$ cat src/rtl/aes128_sbox_arbiter.sv
// Round-robin arbiter sharing one combinational AES S-box between NUM_REQ requesters,
// with bounded burst locking and a registered one-cycle-later result return.
module aes128_sbox_arbiter #(
    parameter int NUM_REQ  = 2,
    parameter int MAX_LOCK = 16
) (
    input  logic                 clk_i,
    input  logic                 rst_i,
    input  logic [NUM_REQ-1:0]   req_i,
    input  logic [NUM_REQ-1:0]   lock_i,
    input  logic [NUM_REQ*8-1:0] byte_i,
    output logic [NUM_REQ-1:0]   gnt_o,
    output logic [NUM_REQ-1:0]   rsp_valid_o,
    output logic [7:0]           rsp_data_o,
    output logic [7:0]           sbox_addr_o,
    input  logic [7:0]           sbox_data_i,
    output logic                 busy_o
);
    localparam int PTR_W = $clog2(NUM_REQ);

    typedef enum logic [0:0] {
        ST_ARB  = 1'b0,
        ST_LOCK = 1'b1
    } state_t;

    state_t             state_r, state_nxt_s;
    logic [PTR_W-1:0]   rr_ptr_r, rr_ptr_nxt_s;
    logic [PTR_W-1:0]   lock_owner_r, lock_owner_nxt_s;
    logic [7:0]         lock_cnt_r, lock_cnt_nxt_s;
    logic [NUM_REQ-1:0] rsp_valid_r;
    logic [7:0]         rsp_data_r;
    logic               busy_r;

    logic [NUM_REQ-1:0] owner_oh_s;
    logic [NUM_REQ-1:0] arb_mask_s;
    logic [NUM_REQ-1:0] gnt_s;
    logic               arb_found_s;
    logic [PTR_W-1:0]   arb_idx_s;
    logic               owner_req_s;
    logic               others_s;
    logic               sat_s;
    logic [7:0]         sbox_addr_s;

    function automatic logic [PTR_W-1:0] ptr_next(input logic [PTR_W-1:0] p);
        if (int'(p) == NUM_REQ - 1) begin
            ptr_next = {PTR_W{1'b0}};
        end else begin
            ptr_next = p + 1'b1;
        end
    endfunction

    // One-hot decode of the current lock owner
    always_comb begin
        owner_oh_s = {NUM_REQ{1'b0}};
        for (int k = 0; k < NUM_REQ; k++) begin
            owner_oh_s[k] = (PTR_W'(k) == lock_owner_r);
        end
    end

    assign owner_req_s = req_i[lock_owner_r];
    assign others_s    = |(req_i & ~owner_oh_s);
    assign sat_s       = (lock_cnt_r == 8'(MAX_LOCK));
    // In LOCK the arbiter only runs when the owner is idle or is being preempted,
    // so excluding the owner is harmless in the idle case.
    assign arb_mask_s  = (state_r == ST_LOCK) ? (req_i & ~owner_oh_s) : req_i;

    // Round-robin search: first requester at or above rr_ptr, then wrap to the bottom
    always_comb begin
        arb_found_s = 1'b0;
        arb_idx_s   = {PTR_W{1'b0}};
        for (int k = 0; k < NUM_REQ; k++) begin
            if (!arb_found_s && arb_mask_s[k] && (PTR_W'(k) >= rr_ptr_r)) begin
                arb_found_s = 1'b1;
                arb_idx_s   = PTR_W'(k);
            end else begin
                arb_found_s = arb_found_s;
            end
        end
        for (int k = 0; k < NUM_REQ; k++) begin
            if (!arb_found_s && arb_mask_s[k]) begin
                arb_found_s = 1'b1;
                arb_idx_s   = PTR_W'(k);
            end else begin
                arb_found_s = arb_found_s;
            end
        end
    end

    // Grant selection and next-state logic
    always_comb begin
        state_nxt_s      = state_r;
        rr_ptr_nxt_s     = rr_ptr_r;
        lock_owner_nxt_s = lock_owner_r;
        lock_cnt_nxt_s   = lock_cnt_r;
        gnt_s            = {NUM_REQ{1'b0}};
        if ((state_r == ST_LOCK) && owner_req_s && !(sat_s && others_s)) begin
            gnt_s = owner_oh_s;
            if (sat_s) begin
                lock_cnt_nxt_s = lock_cnt_r;
            end else begin
                lock_cnt_nxt_s = lock_cnt_r + 8'd1;
            end
            if (lock_i[lock_owner_r]) begin
                state_nxt_s = ST_LOCK;
            end else begin
                state_nxt_s = ST_ARB;
            end
        end else begin
            state_nxt_s = ST_ARB;
            if (arb_found_s) begin
                gnt_s[arb_idx_s] = 1'b1;
                rr_ptr_nxt_s     = ptr_next(arb_idx_s);
                if (lock_i[arb_idx_s]) begin
                    state_nxt_s      = ST_LOCK;
                    lock_owner_nxt_s = arb_idx_s;
                    lock_cnt_nxt_s   = 8'd1;
                end else begin
                    state_nxt_s = ST_ARB;
                end
            end else begin
                rr_ptr_nxt_s = rr_ptr_r;
            end
        end
    end

    assign gnt_o = rst_i ? {NUM_REQ{1'b0}} : gnt_s;

    // Grants are one-hot, so an OR of the gated bytes is the address mux
    always_comb begin
        sbox_addr_s = 8'h00;
        for (int k = 0; k < NUM_REQ; k++) begin
            if (gnt_o[k]) begin
                sbox_addr_s = sbox_addr_s | byte_i[k*8 +: 8];
            end else begin
                sbox_addr_s = sbox_addr_s;
            end
        end
    end

    assign sbox_addr_o = sbox_addr_s;

    // Arbiter state and registered response
    always_ff @(posedge clk_i or posedge rst_i) begin
        if (rst_i) begin
            state_r      <= ST_ARB;
            rr_ptr_r     <= {PTR_W{1'b0}};
            lock_owner_r <= {PTR_W{1'b0}};
            lock_cnt_r   <= 8'd0;
            rsp_valid_r  <= {NUM_REQ{1'b0}};
            rsp_data_r   <= 8'h00;
            busy_r       <= 1'b0;
        end else begin
            state_r      <= state_nxt_s;
            rr_ptr_r     <= rr_ptr_nxt_s;
            lock_owner_r <= lock_owner_nxt_s;
            lock_cnt_r   <= lock_cnt_nxt_s;
            rsp_valid_r  <= gnt_s;
            if (|gnt_s) begin
                rsp_data_r <= sbox_data_i;
            end
            busy_r       <= (state_nxt_s == ST_LOCK);
        end
    end

    assign rsp_valid_o = rsp_valid_r;
    assign rsp_data_o  = rsp_data_r;
    assign busy_o      = busy_r;

endmodule

$ cat config.mk
export PLATFORM = sky130hd
export DESIGN_NAME = aes128_sbox_arbiter
export DESIGN_NICKNAME = d
export VERILOG_FILES = /design/src/rtl/aes128_sbox_arbiter.sv
export SDC_FILE = /design/constraint.sdc
export NUM_CORES = 1
export LEC_CHECK = 0
export ABC_CLOCK_PERIOD_IN_PS = 2600
export CAP_MARGIN = 20
export CORE_ASPECT_RATIO = 1.2
export CORE_MARGIN = 2
export CORE_UTILIZATION = 43
export CTS_CLUSTER_DIAMETER = 50
export CTS_CLUSTER_SIZE = 8
export DETAILED_ROUTE_END_ITERATION = 8
export PLACE_DENSITY_LB_ADDON = 0.08
export RECOVER_POWER = 50
export SLEW_MARGIN = 20
export SYNTH_ARGS = -nofsm -noshare
export SYNTH_HDL_FRONTEND = slang
export SYNTH_SLANG_ARGS = --single-unit
$ cat constraint.sdc
create_clock -name clk_i -period 2.6 [get_ports clk_i]
set_input_delay 0.52 -clock clk_i [delete_from_list [all_inputs] [get_ports clk_i]]
set_output_delay 0.52 -clock clk_i [all_outputs]
set_load 0.02 [all_outputs]
Word level (Yosys, flattened, before mapping):

Index checks and enable logic that the tools add are counted.

* logic and storage cells: 70
* register bits after elaboration: 21
* output and inout bits: 21

* bitwise gates (word level): 5
* $lt $le $gt $ge: 5
* muxes and demuxes: 30
* equality and inequality tests: 2
* reduce and logical (&&, ||, !) cells: 20
* add/subtract/negate cells: 2

Operators by type and width (count)
* 8-bit two-way mux: 6
* 1-bit two-way mux: 19
* 1-bit logical AND: 9
* 8-bit by 1-bit adder with 8-bit output, second input constant: 1
* 8-bit by 5-bit == test with 1-bit output, second input constant: 1
* 2-bit two-way mux: 4
* 8-bit bitwise OR: 1
* 3-bit AND reduction: 2
* 1-bit logical NOT: 4
* 1-bit by 2-bit less-than comparator with 1-bit output, second input constant: 2
* 2-bit nonzero test: 2
* 2-bit OR reduction: 2
* 2-bit bitwise AND: 1
* 1-bit >= comparator, first input constant: 2
* 2-bit != test, second input constant: 1
* 1-bit inverter: 2
* 2-bit inverter: 1
* 2-bit AND reduction: 1
* 1-bit adder, second input constant: 1
* 1-bit demux with 1-bit select: 1
* 1-bit >= comparator, second input constant: 1

Depth between registers and ports, before layout:

* word-level depth: 26
* mapped depth: 8

Worst setup path before layout:

No wires, ideal clock.

* path kind: flip-flop to output port
* start: register lock_cnt_r[0]
* end: output sbox_addr_o[0]
* arrival: 1905 ps
* stages on the path, launching flop included: 8
* setup slack: 175 ps
* buffers on the path: 0
* required time: 2080 ps
* cell sequence: dfrtp_1 -> inv_1 -> ha_1 -> nor4b_4 -> a21oi_1 -> or2_1 -> o22ai_4 -> a22o_1

* word-level cells in the longest chain between the ends: 9

Ends and longest elaborated chain
* start: declaration: line 29 `logic [7:0] lock_cnt_r, lock_cnt_nxt_s;`
* start signal: assignment: line 156 `lock_cnt_r <= lock_cnt_nxt_s;`
* 8-bit by 5-bit == test with 1-bit output *: line 62 `assign sat_s = (lock_cnt_r == 8'(MAX_LOCK));`
* 1-bit logical AND *: line 96 `if ((state_r == ST_LOCK) && owner_req_s && !(sat_s && others_s)) begin`
* 1-bit logical NOT *: line 96
* 1-bit logical AND *: line 96
* 2-bit two-way mux *: line 96
* 2-bit two-way mux *: line 126 `assign gnt_o = rst_i ? {NUM_REQ{1'b0}} : gnt_s;`
* named net gnt_o[0]: line 12 `output logic [NUM_REQ-1:0] gnt_o,`
* 8-bit two-way mux *: line 132 `if (gnt_o[k]) begin`
* 8-bit bitwise OR: line 133 `sbox_addr_s = sbox_addr_s | byte_i[k*8 +: 8];`
* 8-bit two-way mux *: line 132
* end: declaration: line 15 `output logic [7:0] sbox_addr_o,`

The timed path passes the listed nets; every way through them passes the cells marked *.

Worst setup path after layout:

* start: register lock_cnt_r[1]
* end: output sbox_addr_o[3]

* word-level cells in the longest chain between the ends: 9

Ends and longest elaborated chain (line)
* 8-bit by 5-bit == test with 1-bit output *: 62
* 1-bit logical AND *: 96
* 1-bit logical NOT *: 96
* 1-bit logical AND *: 96
* 2-bit two-way mux *: 96
* 2-bit two-way mux *: 126
* 8-bit two-way mux: 132
* 8-bit bitwise OR: 133
* 8-bit two-way mux *: 132

Every way passes the cells marked *; elsewhere a longest branch is shown, timed or not.

==> impl_metrics.csv <==
group,metric,value,unit
sta,grt_setup_unrepaired,"yes",
final_layout,area_growth,77.3,%
synth,post-synth-top-area-cell,"dfrtp_1",
power,peakVddDrop,0.000545,V
setup_path,worstPathMaxFanout,5,
die,fp.dieW,53.8,µm
global_route,grt_max_degree,22,
setup_path,crit_path_start,"lock_cnt_r[1]$_DFFE_PP0P_",
synth,yosysWarnings,0,
cts,clock_latency,310,ps
setup_path,critPathCapture,"sbox_addr_o[3]",
status,failed_checks,"negative setup slack",
synth,ys_seq_area_share,41.0,%
synth,synth.most_common_cell,"dfrtp_1",
final_layout,nets,256,
route,num_vias,1374,
final_layout,antenna_cells,0,
cts,cts.sinks,21,
setup_path,path_cells,"inv_2 > ha_4 > nor4b_4 > buf_4 > buf_6 > and4_4 > o22ai_4 > a22o_1 > buf_6",
setup_path,reg2regPathDepth,16,
place,dp_hpwl,2.72,mm
cts,cts_tree,"built",
die,core,0.00281,mm²
synth,synthesis.area,0.00128,mm²
sta,setup_violations,8,
die,die_h,63.8,µm
place,place_congestion,0.877,
power,power.density,804,mW/mm²
route,drtPass1Iterations,5,
sta,finalCritPeriodShare,105,%
synth,synth_edf_count,0,
synth,yosys-top-cells-count,"dfrtp_1, nand2_1, a22o_1, mux2_2, nor2_1",
sta,worstMarginPinSlew,1150,ps
route,ant_nets,0,
die,rows,21,
global_route,antenna_found_initial,0,
route,vias_per_cell,5.35,
setup_path,r2r-start,"lock_cnt_r[1]$_DFFE_PP0P_",
sta,slew_viol_final,0,
setup_path,cp-start-kind,"flop",
global_route,overflow,0,
synth,netlist.area_leader.share,41.0,%
flow_run,drv_cap,0,
setup_path,r2r-end,"lock_cnt_r[1]$_DFFE_PP0P_",
final_layout,drive_gt1_share,41.7,%
place,io_buffer_count,50,
cts,ctsLongestPathBuffers,2,
cts,cts_hold_buf,0,
sta,clock.fmax,365,MHz
sta,period_minus_slack,2740,ps
sta,hold_viol,0,
setup_path,cpPeakStageDelay,420,ps
setup_path,cp.arrival,2220,ps
cts,cts_max_level,1,
die,dieArea,0.00343,mm²
die,initial_core_util,45.6,%
setup_path,path_depth,9,
setup_path,path_buf_inv,4,
synth,synthCells,122,
final_layout,final_util,80.8,%
synth,synthTopCellsByArea,"dfrtp_1, mux2_2, a22o_1, xor2_1, a211oi_4",
route,wl,4.11,mm
setup_path,critical_path.endpoint_type,"primary output",
setup_path,path_class,"reg2out",
synth,synth-seq-cells,21,
sta,hold_ws,520,ps
cts,numCtsBuffers,3,
setup_path,crit_family,"buffers and inverters",
synth,synth_cell_types,42,
status,status,"finished with violations",
synth,synth_ff_type,"dfrtp_1",
sta,fin_skew,2.73,ps
synth,syn-num-nets,154,
route,drc,0,
synth,postSynth.asyncResetShare,100,%
global_route,grt_first_pass_wirelength,6.90,mm
hold_path,hold_path.class,"reg2reg",
route,drt-initial-drc-count,39,
setup_path,worst_path_most_repeated_cell,"buf_6",
route,avgRoutedWirePerCell,16.0,µm
cts,clock-root-buffer,"clkbuf_4",
setup_path,slowest_stage,"dfrtp_1",
die,io_pins,51,
power,leakagePower,1.03,nW
power,totalPowerFinal,0.00183,W
setup_path,r2r_slack,170,ps
sta,slew_headroom,23.1,%
synth,syn_area_per_cell,10.5,µm²
cts,clkTransAtPathRegs,120,ps
setup_path,required,2080,ps
global_route,grt_usage,27.1,%
sta,fin_ws,-139,ps
global_route,grt_pass1_vias,1473,
-- kinds of logic (layout without fill, tap and decap cells) --
logic type	after synthesis	after routing	share of synthesized area, %
mux	10	10	8.59
compound gates	31	33	21.6
xor+xnor	6	6	4.10
buf+inv	10	109	3.81
fa+ha+maj	2	2	1.95
flops	21	21	41.0
simple gates	42	42	18.9
-- routing by layer --
layer  vias up  global-route usage [%]  wire, µm
met3        19                    4.44       178
met1       647                    33.1      1600
li1        652                       -         -
met5         -                       0         0
met2        56                    46.0      2170
met4         0                    10.3       166
-- worst min-delay path by stage --
stage                         startpoint                        end  slack (ps)  cells past startpoint
3_5_place_dp   rsp_data_o[0]$_DFFE_PP0P_  rsp_data_o[0]$_DFFE_PP0P_         490                      1
4_1_cts        rsp_data_o[0]$_DFFE_PP0P_  rsp_data_o[0]$_DFFE_PP0P_         520                      1
6_report       rsp_data_o[3]$_DFFE_PP0P_  rsp_data_o[3]$_DFFE_PP0P_         520                      1
2_1_floorplan  lock_cnt_r[0]$_DFFE_PP0P_  lock_cnt_r[0]$_DFFE_PP0P_         490                      1
5_1_grt        rsp_data_o[0]$_DFFE_PP0P_  rsp_data_o[0]$_DFFE_PP0P_         530                      1
3_3_place_gp   rsp_data_o[5]$_DFFE_PP0P_  rsp_data_o[5]$_DFFE_PP0P_         490                      1
-- placed cells by master (no fill, tap or decap), drive strengths merged, types with 2 or more instances in the layout --
cell	instances
buf	59
clkdlybuf4s50	38
dfrtp	21
nand2	11
mux2	8
a22o	8
nor2	8
nand3	6
xor2	5
a21oi	5
inv	5
o21ai	5
nand4	4
clkbuf	4
o22ai	4
a31o	3
mux2i	2
a211oi	2
and3	2
dlygate4sd2	2
nor3b	2
a21o	2
ha	2
-- final cells by class --
| class | instances | area (µm²) |
|---|---|---|
| repair buffers | 100 | 893 |
| multi-input cells | 93 | 764 |
| fillers | 177 | 539 |
| flip-flops and latches | 21 | 526 |
| well taps | 34 | 42.5 |
| clock buffers | 3 | 22.5 |
| inverters | 5 | 18.8 |
| clock inverters | 1 | 5.00 |
-- per-stage QoR --
stage / instances / area, µm² / worst slack [ps] / TNS, ps
6_report: 257 / 2270 / -139 / -942
5_1_grt: 257 / 2270 / -218 / -1620
4_1_cts: 257 / 2250 / -108 / -779
3_5_place_dp: 230 / 2010 / -683 / -6800
3_3_place_gp: 230 / 2010 / -569 / -5700
2_1_floorplan: 122 / 1280 / 175 / 0
-- state kept, by name, summed over array words and instances, names as in the netlist --
| name | flops |
|---|---|
| busy_o | 1 |
| lock_cnt_r | 8 |
| lock_owner_r | 1 |
| rsp_data_o | 8 |
| rsp_valid_o | 2 |
| rr_ptr_r | 1 |
-- power by group --
group	switching, W	internal (W)
clock network	0.000106	0.0000575
registers	0.0000659	0.000392
logic	0.000541	0.000666
-- timing repair --
action	CTS	global route
endpoints found under the setup margin	10	11
gates resized for setup	69	7
pin swaps	14	10
gates cloned	2	0
buffers inserted	21	4
Note: power is estimated with default switching activity, not from simulation.
==> variant: new RTL, same settings <==
`NUM_REQ`: 2 -> 4.
--- a/src/rtl/aes128_sbox_arbiter.sv
+++ b/src/rtl/aes128_sbox_arbiter.sv
@@ -1,7 +1,7 @@
 // Round-robin arbiter sharing one combinational AES S-box between NUM_REQ requesters,
 // with bounded burst locking and a registered one-cycle-later result return.
 module aes128_sbox_arbiter #(
-    parameter int NUM_REQ  = 2,
+    parameter int NUM_REQ  = 4,
     parameter int MAX_LOCK = 16
 ) (
     input  logic                 clk_i,
Ports: changed (5 resized); port bits go from 51 to 75. The function was not compared with the original's and may differ.
==> variant against the original RTL <==
The run still ends with negative setup slack left. Routed wire length grew 68%. Final cell count grew 47%. First-iteration DRC count grew 150%. Worst setup slack lost 0.48 ns. Design area grew 51%. Sequential cell count grew 4. Synthesized area grew 42%. Total power grew 120%. Non-clock buffer count grew 39. Utilization grew 5.0 points. Synthesized cell count grew 56%. Global-route usage shrank 0.40 points. Critical path depth grew 2. Critical endpoint is now sbox_addr_o[6].
==> variant: results <==
[drt]
wl_met3_um = 407
drt-total-wl_um = 6890
drt-met1-wl_um = 2590
met2WireLength_um = 3510

[logic_synthesis]
synth_common_cells = nand3_1, dfrtp_1, inv_1
synth.avg_cell_area_um2 = 9.57
syn_nets = 246
yosys-top-cells-area = dfrtp_1, nand3_1, mux2_2

[status]
status = complete, but fails checks
violations = negative setup slack

[power]
p_leak_uw = 0.00145

[min_path]
min-delay-start = rsp_data_o[1]$_DFFE_PP0P_

[sta]
maxSlewHeadroom = 0.494
setup_viol = 31
setup_slack_ns = -0.618

[clock_network]
cts.clk_slew.worst_paths_ns = 0.09

[critical_path]
r2r_cells = 11
cp.arrival_ns = 2.70
reg2reg_slack_ns = -0.29
worst_path_max_delay_cell = dfrtp_2
crit_path_end = sbox_addr_o[6]
slowest_delay_ns = 0.48

[place]
place_congestion = 0.873
placed_cells = 361

[cells_and_area]
drive_gt1_frac = 0.462

[global_routing]
met1_usage = 0.296
==> variant: cell count changes after synthesis, sizes merged, moves of 4 or more <==
cell,unedited run,this run
nand3,6,34
inv,5,14
a22o,8,1
nand2,11,4
nand4,4,10
and2,1,5
dfrtp,21,25
ha,2,6
==> variant: area by class of cell <==
type	instances	area, um^2
inverters	14	52.6
well taps	54	67.6
clock buffers	3	41.3
clock inverters	1	7.51
repair buffers	139	1310
flip-flops and latches	25	629
fillers	219	569
multi-input cells	143	1330
==> variant: timing repair <==
action,CTS,global route
setup buffers,11,3
pin swaps,22,20
endpoints found under the setup margin,33,29
gates resized for setup,102,20
==> variant: kinds of logic after synthesis <==
group,count (synthesis),share of synthesized area
buf+inv,22,0.0626
compound gates,33,0.155
simple gates,81,0.252
flops,25,0.344
mux,17,0.116
xor+xnor,6,0.0289
fa+ha+maj,6,0.0413
